File: src/rtl/actbuf_pingpong_ctrl.sv
// rtl/actbuf_pingpong_ctrl.sv - ping-pong activation buffer bank sequencer
// Grants the two banks alternately to the DMA writer and the PE so fill overlaps compute.
module actbuf_pingpong_ctrl #(
  parameter int AWIDTH = 9,
  parameter int DEPTH  = 264
) (
  input  logic              ap_clk,
  input  logic              ap_rst,
  input  logic              wr_req,
  output logic              wr_ack,
  output logic              wr_bank,
  input  logic              wr_done,
  input  logic [AWIDTH-1:0] wr_count,
  input  logic              rd_req,
  output logic              rd_ack,
  output logic              rd_bank,
  output logic [AWIDTH-1:0] rd_count,
  input  logic              rd_done,
  output logic [1:0]        bank_full,
  output logic              proto_err
);

  typedef enum logic [1:0] {EMPTY, FILLING, FULL, DRAINING} bankState_t;

  localparam logic [AWIDTH-1:0] DepthW = AWIDTH'(DEPTH);

  bankState_t        bankState     [2];
  bankState_t        bankStateNext [2];
  logic [AWIDTH-1:0] bankCount     [2];
  logic [AWIDTH-1:0] bankCountNext [2];
  logic              wptr, wptrNext, rptr, rptrNext;
  logic              errNext, wrGrant, rdGrant;
  logic              anyFilling, anyDraining, countBad;
  logic [1:0]        fullNext;

  assign anyFilling  = (bankState[0] == FILLING)  || (bankState[1] == FILLING);
  assign anyDraining = (bankState[0] == DRAINING) || (bankState[1] == DRAINING);
  assign countBad    = (wr_count == '0) || (wr_count > DepthW);

  // Grants look only at registered state, so a done never turns into an ack in the same cycle.
  always_comb begin
    for (int i = 0; i < 2; i++) begin
      bankStateNext[i] = bankState[i];
      bankCountNext[i] = bankCount[i];
    end
    wptrNext = wptr;
    rptrNext = rptr;
    errNext  = proto_err;
    wrGrant  = wr_req && (bankState[wptr] == EMPTY) && !anyFilling;
    rdGrant  = rd_req && (bankState[rptr] == FULL) && !anyDraining;

    if (wrGrant) bankStateNext[wptr] = FILLING;
    if (rdGrant) bankStateNext[rptr] = DRAINING;

    // Only one bank can be FILLING, and it is always the last one granted.
    if (wr_done) begin
      if (anyFilling) begin
        bankStateNext[wr_bank] = FULL;
        bankCountNext[wr_bank] = countBad ? DepthW : wr_count;
        wptrNext = ~wptr;
        if (countBad) errNext = 1'b1;
      end else begin
        errNext = 1'b1;
      end
    end

    if (rd_done) begin
      if (anyDraining) begin
        bankStateNext[rd_bank] = EMPTY;
        rptrNext = ~rptr;
      end else begin
        errNext = 1'b1;
      end
    end

    for (int i = 0; i < 2; i++) begin
      fullNext[i] = (bankStateNext[i] == FULL) || (bankStateNext[i] == DRAINING);
    end
  end

  always_ff @(posedge ap_clk) begin
    if (ap_rst) begin
      for (int i = 0; i < 2; i++) begin
        bankState[i] <= EMPTY;
        bankCount[i] <= '0;
      end
      wptr      <= 1'b0;
      rptr      <= 1'b0;
      wr_ack    <= 1'b0;
      wr_bank   <= 1'b0;
      rd_ack    <= 1'b0;
      rd_bank   <= 1'b0;
      rd_count  <= '0;
      bank_full <= 2'b00;
      proto_err <= 1'b0;
    end else begin
      for (int i = 0; i < 2; i++) begin
        bankState[i] <= bankStateNext[i];
        bankCount[i] <= bankCountNext[i];
      end
      wptr      <= wptrNext;
      rptr      <= rptrNext;
      wr_ack    <= wrGrant;
      rd_ack    <= rdGrant;
      bank_full <= fullNext;
      proto_err <= errNext;
      if (wrGrant) wr_bank <= wptr;
      if (rdGrant) begin
        rd_bank  <= rptr;
        rd_count <= bankCount[rptr];
      end
    end
  end

endmodule

File: config.mk
export PLATFORM = sky130hd
export DESIGN_NAME = actbuf_pingpong_ctrl
export DESIGN_NICKNAME = d
export VERILOG_FILES = /design/src/rtl/actbuf_pingpong_ctrl.sv
export SDC_FILE = /design/constraint.sdc
export NUM_CORES = 1
export LEC_CHECK = 0
export CELL_PAD_IN_SITES_DETAIL_PLACEMENT = 0
export CELL_PAD_IN_SITES_GLOBAL_PLACEMENT = 1
export CORE_MARGIN = 8
export CORE_UTILIZATION = 36
export DETAILED_ROUTE_END_ITERATION = 7
export PLACE_DENSITY_LB_ADDON = 0.1
export SLEW_MARGIN = 0
export SYNTH_ARGS = -nofsm -noshare
export SYNTH_HDL_FRONTEND = slang
export SYNTH_SLANG_ARGS = --single-unit
File: constraint.sdc
create_clock -name ap_clk -period 1.5 [get_ports ap_clk]
set_input_delay 0.225 -clock ap_clk [delete_from_list [all_inputs] [get_ports ap_clk]]
set_output_delay 0.225 -clock ap_clk [all_outputs]
set_load 0.01 [all_outputs]
# After elaboration in Yosys (flattened, before gate mapping)
# Memories as Yosys holds them, arrays and structs flattened. A register that Yosys moved wholly into a read port is not among the register bits.
# Index checks and enable logic that the tools add are counted.
# word_totals
output_inout_bits	16
ff_bits	9
n_memories	2
inputBits	15
ram_bits	22
# classes
mux	36
reduce_logical	19
eq_ne	9
bitwise	19
n_lt_le_gt_ge	9
# memory_table
name	depth	width	read_ports	rd_ports_with_merged_regs	wr	line	text
bankCount	2	9	3	1	2	29	logic [AWIDTH-1:0] bankCount [2];
bankState	2	2	4	2	2	27	bankState_t bankState [2];
# ops
cell	count
18-bit 2-to-1 mux	2
9-bit 2-to-1 mux	4
4-bit 2-to-1 mux	6
18-bit bitwise mux	1
2-bit == test (second input constant)	7
1-bit 2-to-1 mux	12
2-bit 2-to-1 mux	6
9-bit demux with 1-bit select	1
9-bit > comparator (second input constant)	1
9-bit zero test	1
2-bit demux with 1-bit select	4
2-bit >= comparator (second input constant)	4
1-bit logical AND	8
2-bit by 1-bit < comparator with 1-bit output (second input constant)	4
1-bit inverter with 2-bit output	4
1-bit logical OR	5
2-bit bitwise AND	2
4-bit bitwise AND	1
2-bit by 1-bit == test with 1-bit output (second input constant)	2
2-bit inverter	2
4-bit inverter	1
1-bit OR	4
2-bit OR	2
4-bit OR	1
4 further kinds	7

# Logic depth before layout (Yosys ltp)
# Gate-level depths: netlist of the first run.
# depth
depth_word	18
mapped_depth	6

# Worst setup path after synthesis of the first run
# No wires, ideal clock.
# synth_timing
path_kind	flip-flop to flip-flop
from	mem bankState[0][1] in the netlist's numbering
to	mem bankCount[1][7]
path_stages_with_launch	6
setup_slack_ps	102
setup_ps	128
t_arrival_ps	1271
required_ps	1372
cell_sequence	dfxtp_1 > and2b_1 > o211ai_4 > buf_6 > mux2i_1 > nor2_1
# synth_lines
element	line
start, declared	27
end, declared	29

==> impl_metrics.yaml, run 1 <==
critical_path:
  crit_fanout: 6
  r2r_slack_ns: 0.01
  cp-startpoint: "bankState[0][1]$_SDFF_PP0_"
  critPathRequiredTime_ns: 1.73
  cp.arrival_ns: 1.72
  crit_path_end: "bankCount[0][8]$_SDFFE_PP0P_"
  r2r_cells: 6
  r2r-end: "bankCount[0][8]$_SDFFE_PP0P_"
  r2r_start: "bankState[0][1]$_SDFF_PP0_"
  criticalPathCategory: "flop to flop"
  endpoint_kind: "flop"
  critPathLaunchType: "flop"
sta:
  setup_viol: 0
  timing.fmax_ghz: 0.673
  worst_slew_pin_slew_ns: 0.399
  clock_skew_ns: 0.00563
  fin_setup_tns_ns: 0
  hold_violations: 0
  maxSlewViolCount: 0
  slew_headroom_pct: 73.4
  period_needed_ns: 1.49
  fin_crit_sh_pct: 99.1
  rsz0062_at_grt: "true"
  holdWs_ns: 0.462
route:
  route.detailed.drc: 0
  ant_nets: 0
  wl_per_cell_um: 14.5
  first_pass_iters: 4
  avgViaCountPerCell: 4.91
  wl_um: 4430
  vias: 1502
  initialDrtViolationCount: 88
synthesis:
  synth-seq-cells: 42
  seq_area_frac_synth_pct: 46.1
  synth_top_area_cell: "dfxtp_1"
  synth-edff-count: 0
  ys_async_sr_fraction_pct: 0
  syn-num-nets: 197
  synth_area_leaders: "dfxtp_1, mux2i_1, nor2_1"
  synth_most_common_cell: "dfxtp_1"
  synth.top_cells.by_count: "dfxtp_1, nor2_1, mux2i_1, a21oi_1, a211oi_1"
  yosys_warnings: 0
  synthDistinctLibCells: 44
  syn-cell-area_um2: 1820
  synthFlopType: "dfxtp_1"
  avgSynthCellArea_um2: 10.0
  syn_inst: 182
  yosysTopAreaCellShare_pct: 46.1
cts:
  cts_tree: "built"
  path_clk_slew_ns: 0.08
  clockRootBuffer: "clkbuf_8"
  cts_sinks: 42
  cts_buffers: 5
  cts_max_level: 2
  clk_latency_ns: 0.29
  hold_buffers: 0
  clockBufferDepth: 2
place:
  dp.cells: 296
  gp_congestion: 0.820
  placed_cell_area_um2: 2330
  dp_hpwl_um: 3280
  io_buffer_count: 30
floorplan:
  die_x_um: 87.2
  die_area_um2: 7600
  start_util_pct: 36.4
  die_y_um: 87.2
  core_um2: 5010
  row_count: 26
  ios: 31
layout:
  n_fill_cell: 509
  finalNonFillerCells: 306
  drive_above_1_share_pct: 22.9
  finish.instance_area_um2: 2520
  final_nets: 250
  syn_to_final_growth_pct: 38.4
  n_antenna_cell: 0
worst_hold_path:
  worstHoldPathType: "flop to flop"
  min_path_cells: 2
global_routing:
  grt_pass1_wl_um: 7130
  grt_pass1_vias: 1495
  grt_overflow: 0
  grt_max_degree: 24
  antenna_found_initial: 0
  track_usage_pct: 12.0
run:
  drv_cap: 0
power_and_ir_drop:
  ir_worst_vdd_uv: 608
  power.leakage_nw: 0.950
  power_density_nw_per_um2: 1320
status:
  run_status: "completed"
==> cell families after synthesis <==
family	after synthesis	synth area share [%]
buf+inv	17	5.76
flops	42	46.1
compound gates	46	19.4
mux	19	10.4
xor+xnor	2	0.961
simple gates	56	17.4
==> how the worst min path moves through the flow <==
| stage | start | end | slack, ns |
|---|---|---|---|
| final | bankCount[1][8]$_SDFFE_PP0P_ | bankCount[1][8]$_SDFFE_PP0P_ | 0.46 |
| after floorplan | wr_count[3] | bankCount[0][3]$_SDFFE_PP0P_ | 0.36 |
| after CTS | bankCount[0][8]$_SDFFE_PP0P_ | bankCount[0][8]$_SDFFE_PP0P_ | 0.47 |
| after detailed placement | bankCount[0][8]$_SDFFE_PP0P_ | bankCount[0][8]$_SDFFE_PP0P_ | 0.46 |
| after global routing | bankCount[1][8]$_SDFFE_PP0P_ | bankCount[1][8]$_SDFFE_PP0P_ | 0.50 |
| after global placement | bankCount[0][8]$_SDFFE_PP0P_ | bankCount[0][8]$_SDFFE_PP0P_ | 0.45 |
==> power by group <==
| group | total [mW] | switching, mW | internal [mW] |
|---|---|---|---|
| combinational | 1.16 | 0.541 | 0.619 |
| clock | 0.739 | 0.368 | 0.371 |
| sequential | 1.43 | 0.135 | 1.30 |
| total | 3.33 | 1.04 | 2.29 |
==> per-layer routing <==
metal	track usage, %	up-vias	routed length, um
met2	18.9	34	2100
met1	15.0	711	2080
met3	3.87	5	196
met5	0	-	0
li1	-	752	-
met4	4.22	0	52
==> stage by stage <==
| stage | setup WS [ns] | total power, mW | util, % |
|---|---|---|---|
| after floorplan | 0.102 | 2.09 | - |
| after global placement | -0.240 | 2.52 | 46.5 |
| after detailed placement | -0.287 | 2.54 | 46.5 |
| after CTS | 0.00632 | 3.31 | 49.2 |
| after global routing | -0.0459 | 3.53 | 50.3 |
| final | 0.0134 | 3.33 | 50.3 |
==> layout by cell type, fill, tap and decap left out, drive strengths merged, types with 2 or more instances in the layout <==
| cell | n |
|---|---|
| nand2b | 6 |
| a31oi | 3 |
| nand3b | 6 |
| nor4 | 2 |
| dfxtp | 42 |
| o21ai | 2 |
| or2 | 2 |
| nand2 | 4 |
| buf | 27 |
| clkdlybuf4s50 | 29 |
| a211oi | 9 |
| nor2 | 24 |
| clkbuf | 7 |
| o211ai | 2 |
| a21oi | 10 |
| inv | 6 |
| and2 | 2 |
| o31a | 2 |
| and2b | 2 |
| xnor2 | 2 |
| o31ai | 7 |
| nor2b | 5 |
| mux2i | 19 |
==> registers in the layout, summed over array words and instances (netlist names), 2 cells and up, named ones only <==
register	cells
bankCount	18
rd_count	9
bankState	4
bank_full	2
==> critical path, cell delays in order (launching register included) <==
cell and delay, ns:
dfxtp_2 0.35, buf_4 0.15, nand2b_4 0.15, a211o_1 0.31
buf_6 0.16, or2_0 0.20, a21oi_1 0.11
==> final cells by class <==
cell class              instances  area [um2]  share of cell area [%]
clock buffers                   7        86.3                    3.42
multi-input cells             123         927                    36.8
well taps                      70        87.6                    3.47
clock inverters                 1        5.00                   0.198
flip-flops and latches         42         845                    33.5
inverters                       6        22.5                   0.893
repair buffers                 57         549                    21.8
==> timing repair <==
action,4_1_cts,5_1_grt
resized for setup,5,13
hold endpoints to repair,0,0
endpoints found under the setup margin,9,26
buffers inserted,2,0
pin swaps,2,4
cloned,0,0
Power figures use the tool's default switching activity.
==> run 2, diff against run 1 <==
--- a/config.mk
+++ b/config.mk
@@ -8,7 +8,7 @@
 export CELL_PAD_IN_SITES_DETAIL_PLACEMENT = 0
 export CELL_PAD_IN_SITES_GLOBAL_PLACEMENT = 1
 export CORE_MARGIN = 8
-export CORE_UTILIZATION = 36
+export CORE_UTILIZATION = 40
 export DETAILED_ROUTE_END_ITERATION = 7
 export PLACE_DENSITY_LB_ADDON = 0.1
 export SLEW_MARGIN = 0
==> constraint.sdc (replaced) <==
create_clock -name ap_clk -period 1.4 [get_ports ap_clk]
set_input_delay 0.21 -clock ap_clk [delete_from_list [all_inputs] [get_ports ap_clk]]
set_output_delay 0.21 -clock ap_clk [all_outputs]
set_load 0.01 [all_outputs]
==> run 2 against run 1 <==
  * Fmax is 1.0% higher
  * Largest power group unchanged
  * Sequential share of layout area is 1.9 points lower
  * Count of clock-buffer cells in the layout is 1 lower
  * Critical endpoint is now bankCount[0][3]$_SDFFE_PP0P_
  * Wire length is 2.3% higher
  * Power is 17% higher
  * Combinational power is 23% higher
  * Register-to-register slack worse by 0.08 ns
  * The run now ends with setup timing left
  * Worst hold slack worse by 0.13 ns
  * Critical path type unchanged
  * Setup slack worse by 0.085 ns
==> impl_metrics.yaml, run 2 (synthesized netlist as in run 1, its figures left out) <==
status:
  run_status: "finished with violations"
  violations: "setup timing"
layout:
  largest_register_ff_count: 18
  final_cell_mix: "dfxtp_1, buf_4, nor2_1, mux2i_1, clkdlybuf4s50_1"
  drive_above_1_share_pct: 30.5
  final_nets: 257
  largest_register: "bankCount"
  largestRegisters: "bankCount: 18 flops, rd_count: 9 flops, bankState: 4 flops"
  n_antenna_cell: 0
  layout_commonest_cell: "dfxtp_1"
  syn_to_final_growth_pct: 46.9
critical_path:
  cp.arrival_ns: 1.66
  criticalPathCategory: "flop to flop"
  cp-startpoint: "bankState[0][1]$_SDFF_PP0_"
  r2r-end: "bankCount[0][3]$_SDFFE_PP0P_"
  critPathLaunchType: "flop"
  r2r_start: "bankState[0][1]$_SDFF_PP0_"
  r2r_cells: 5
  critPathRequiredTime_ns: 1.59
  r2r_slack_ns: -0.07
  endpoint_kind: "flop"
  crit_fanout: 5
route:
  avgViaCountPerCell: 5.27
  route.detailed.drc: 0
  wl_per_cell_um: 15.4
  initialDrtViolationCount: 50
  wl_um: 4530
  vias: 1555
  ant_nets: 0
  first_pass_iters: 4
sta:
  timing.fmax_ghz: 0.680
  worst_slew_pin_slew_ns: 0.413
  rsz0062_at_grt: "true"
  period_needed_ns: 1.47
  slew_headroom_pct: 72.4
  fin_crit_sh_pct: 105
  fin_setup_tns_ns: -0.696
  worst_slack_ns: -0.0713
  setup_viol: 22
  hold_violations: 0
  clock_skew_ns: 0.00954
  maxSlewViolCount: 0
global_routing:
  grt_overflow: 0
  grt_pass1_vias: 1577
  track_usage_pct: 12.8
  grt_pass1_wl_um: 7440
  antenna_found_initial: 0
  grt_max_degree: 22
floorplan:
  die_x_um: 83.5
  die_y_um: 83.5
  core_um2: 4380
  ios: 31
  start_util_pct: 41.6
  row_count: 24
  die_area_um2: 6970
power_and_ir_drop:
  internal-power_mw: 2.69
  p_clk_share_pct: 24.3
  switching_share_pct: 31.1
  power.leakage_nw: 1.16
  pwr-share-seq_pct: 39.1
  ir_worst_vdd_uv: 544
  power.total_mw: 3.90
  netSwitchingPower_mw: 1.21
  p_comb_share_pct: 36.6
  power_density_nw_per_um2: 1460
cts:
  clockRootBuffer: "clkbuf_8"
  path_clk_slew_ns: 0.08
  cts_sinks: 42
  clk_latency_ns: 0.30
  cts_buffers: 5
  cts_max_level: 2
  cts_tree: "built"
  clockBufferDepth: 2
worst_hold_path:
  worstHoldPathType: "input pin to flop"
  hold_start: "wr_count[0]"
  hold_end: "bankCount[0][0]$_SDFFE_PP0P_"
  min_path_cells: 3
place:
  io_buffer_count: 30
  gp_congestion: 0.835
  dp_hpwl_um: 3190
run:
  drv_cap: 0
run 2: changes by cell type in the layout (fill, tap and decap cells not counted), moves of 2 or more:
cell	previous run	this run
buf_4	21	24
buf_6	3	9
clkdlybuf4s50_1	29	14
dlygate4sd2_1	0	7
dlymetal6s2s_1	1	9
nor2_1	24	22
nor2_2	0	2
o31ai_1	7	2
o31ai_2	0	4
run 2: through the flow:
stage	area (um2)	hold slack (ns)	utilization, %	setup WS, ns	instances
after floorplan	1820	0.346	-	0.00158	182
after global placement	2300	0.447	52.5	-0.310	279
after detailed placement	2300	0.452	52.5	-0.350	279
after CTS	2540	0.463	58.0	-0.0810	293
after global routing	2680	0.337	61.1	-0.127	295
final	2680	0.332	61.1	-0.0713	295
run 2: power groups by stage:
stage | logic, mW | registers [mW] | clock network (mW)
2_1_floorplan | 0.658 | 1.58 | 0
3_3_place_gp | 1.18 | 1.53 | 0
3_5_place_dp | 1.21 | 1.54 | 0
4_1_cts | 1.33 | 1.52 | 0.969
5_1_grt | 1.55 | 1.55 | 1.03
6_report | 1.43 | 1.52 | 0.945
run 2: routing by layer:
layer	up-vias	wire, um	track usage (%)
met5	-	0	0
met4	0	45	4.08
met3	5	209	4.69
met2	27	2170	21.6
met1	747	2100	14.7
li1	776	-	-
run 2: cell type report:
class | instances | area [um2]
Multi-Input combinational cell | 123 | 1020
Inverter | 6 | 22.5
Fill cell | 372 | 1710
Tap cell | 52 | 65.1
Clock inverter | 2 | 37.5
Timing Repair Buffer | 64 | 616
Clock buffer | 6 | 72.6
Sequential cell | 42 | 846
run 2: critical path, stage by stage, from the launching register on:
cell and delay [ns]:
dfxtp_2 0.34, buf_4 0.14, nand2b_4 0.15, a211o_4 0.35
buf_6 0.15, o31a_1 0.24
run 2: repair_timing:
action                                  in CTS  in global routing
gates resized for setup                     29                 27
buffers inserted                             5                  1
cloned                                       1                  1
pin swaps                                   16                  4
endpoints found under the setup margin      40                 40
hold buffers                                 0                  0
run 2: worst max-delay path by stage:
stage / cells past startpoint / end
after CTS: 6 / rd_count[7]$_SDFFE_PP0N_
after detailed placement: 6 / bankCount[1][1]$_SDFFE_PP0P_
after floorplan: 5 / bankCount[1][7]$_SDFFE_PP0P_
after global placement: 6 / bankCount[1][1]$_SDFFE_PP0P_
final: 5 / bankCount[0][3]$_SDFFE_PP0P_
after global routing: 5 / bankState[1][0]$_SDFF_PP0_
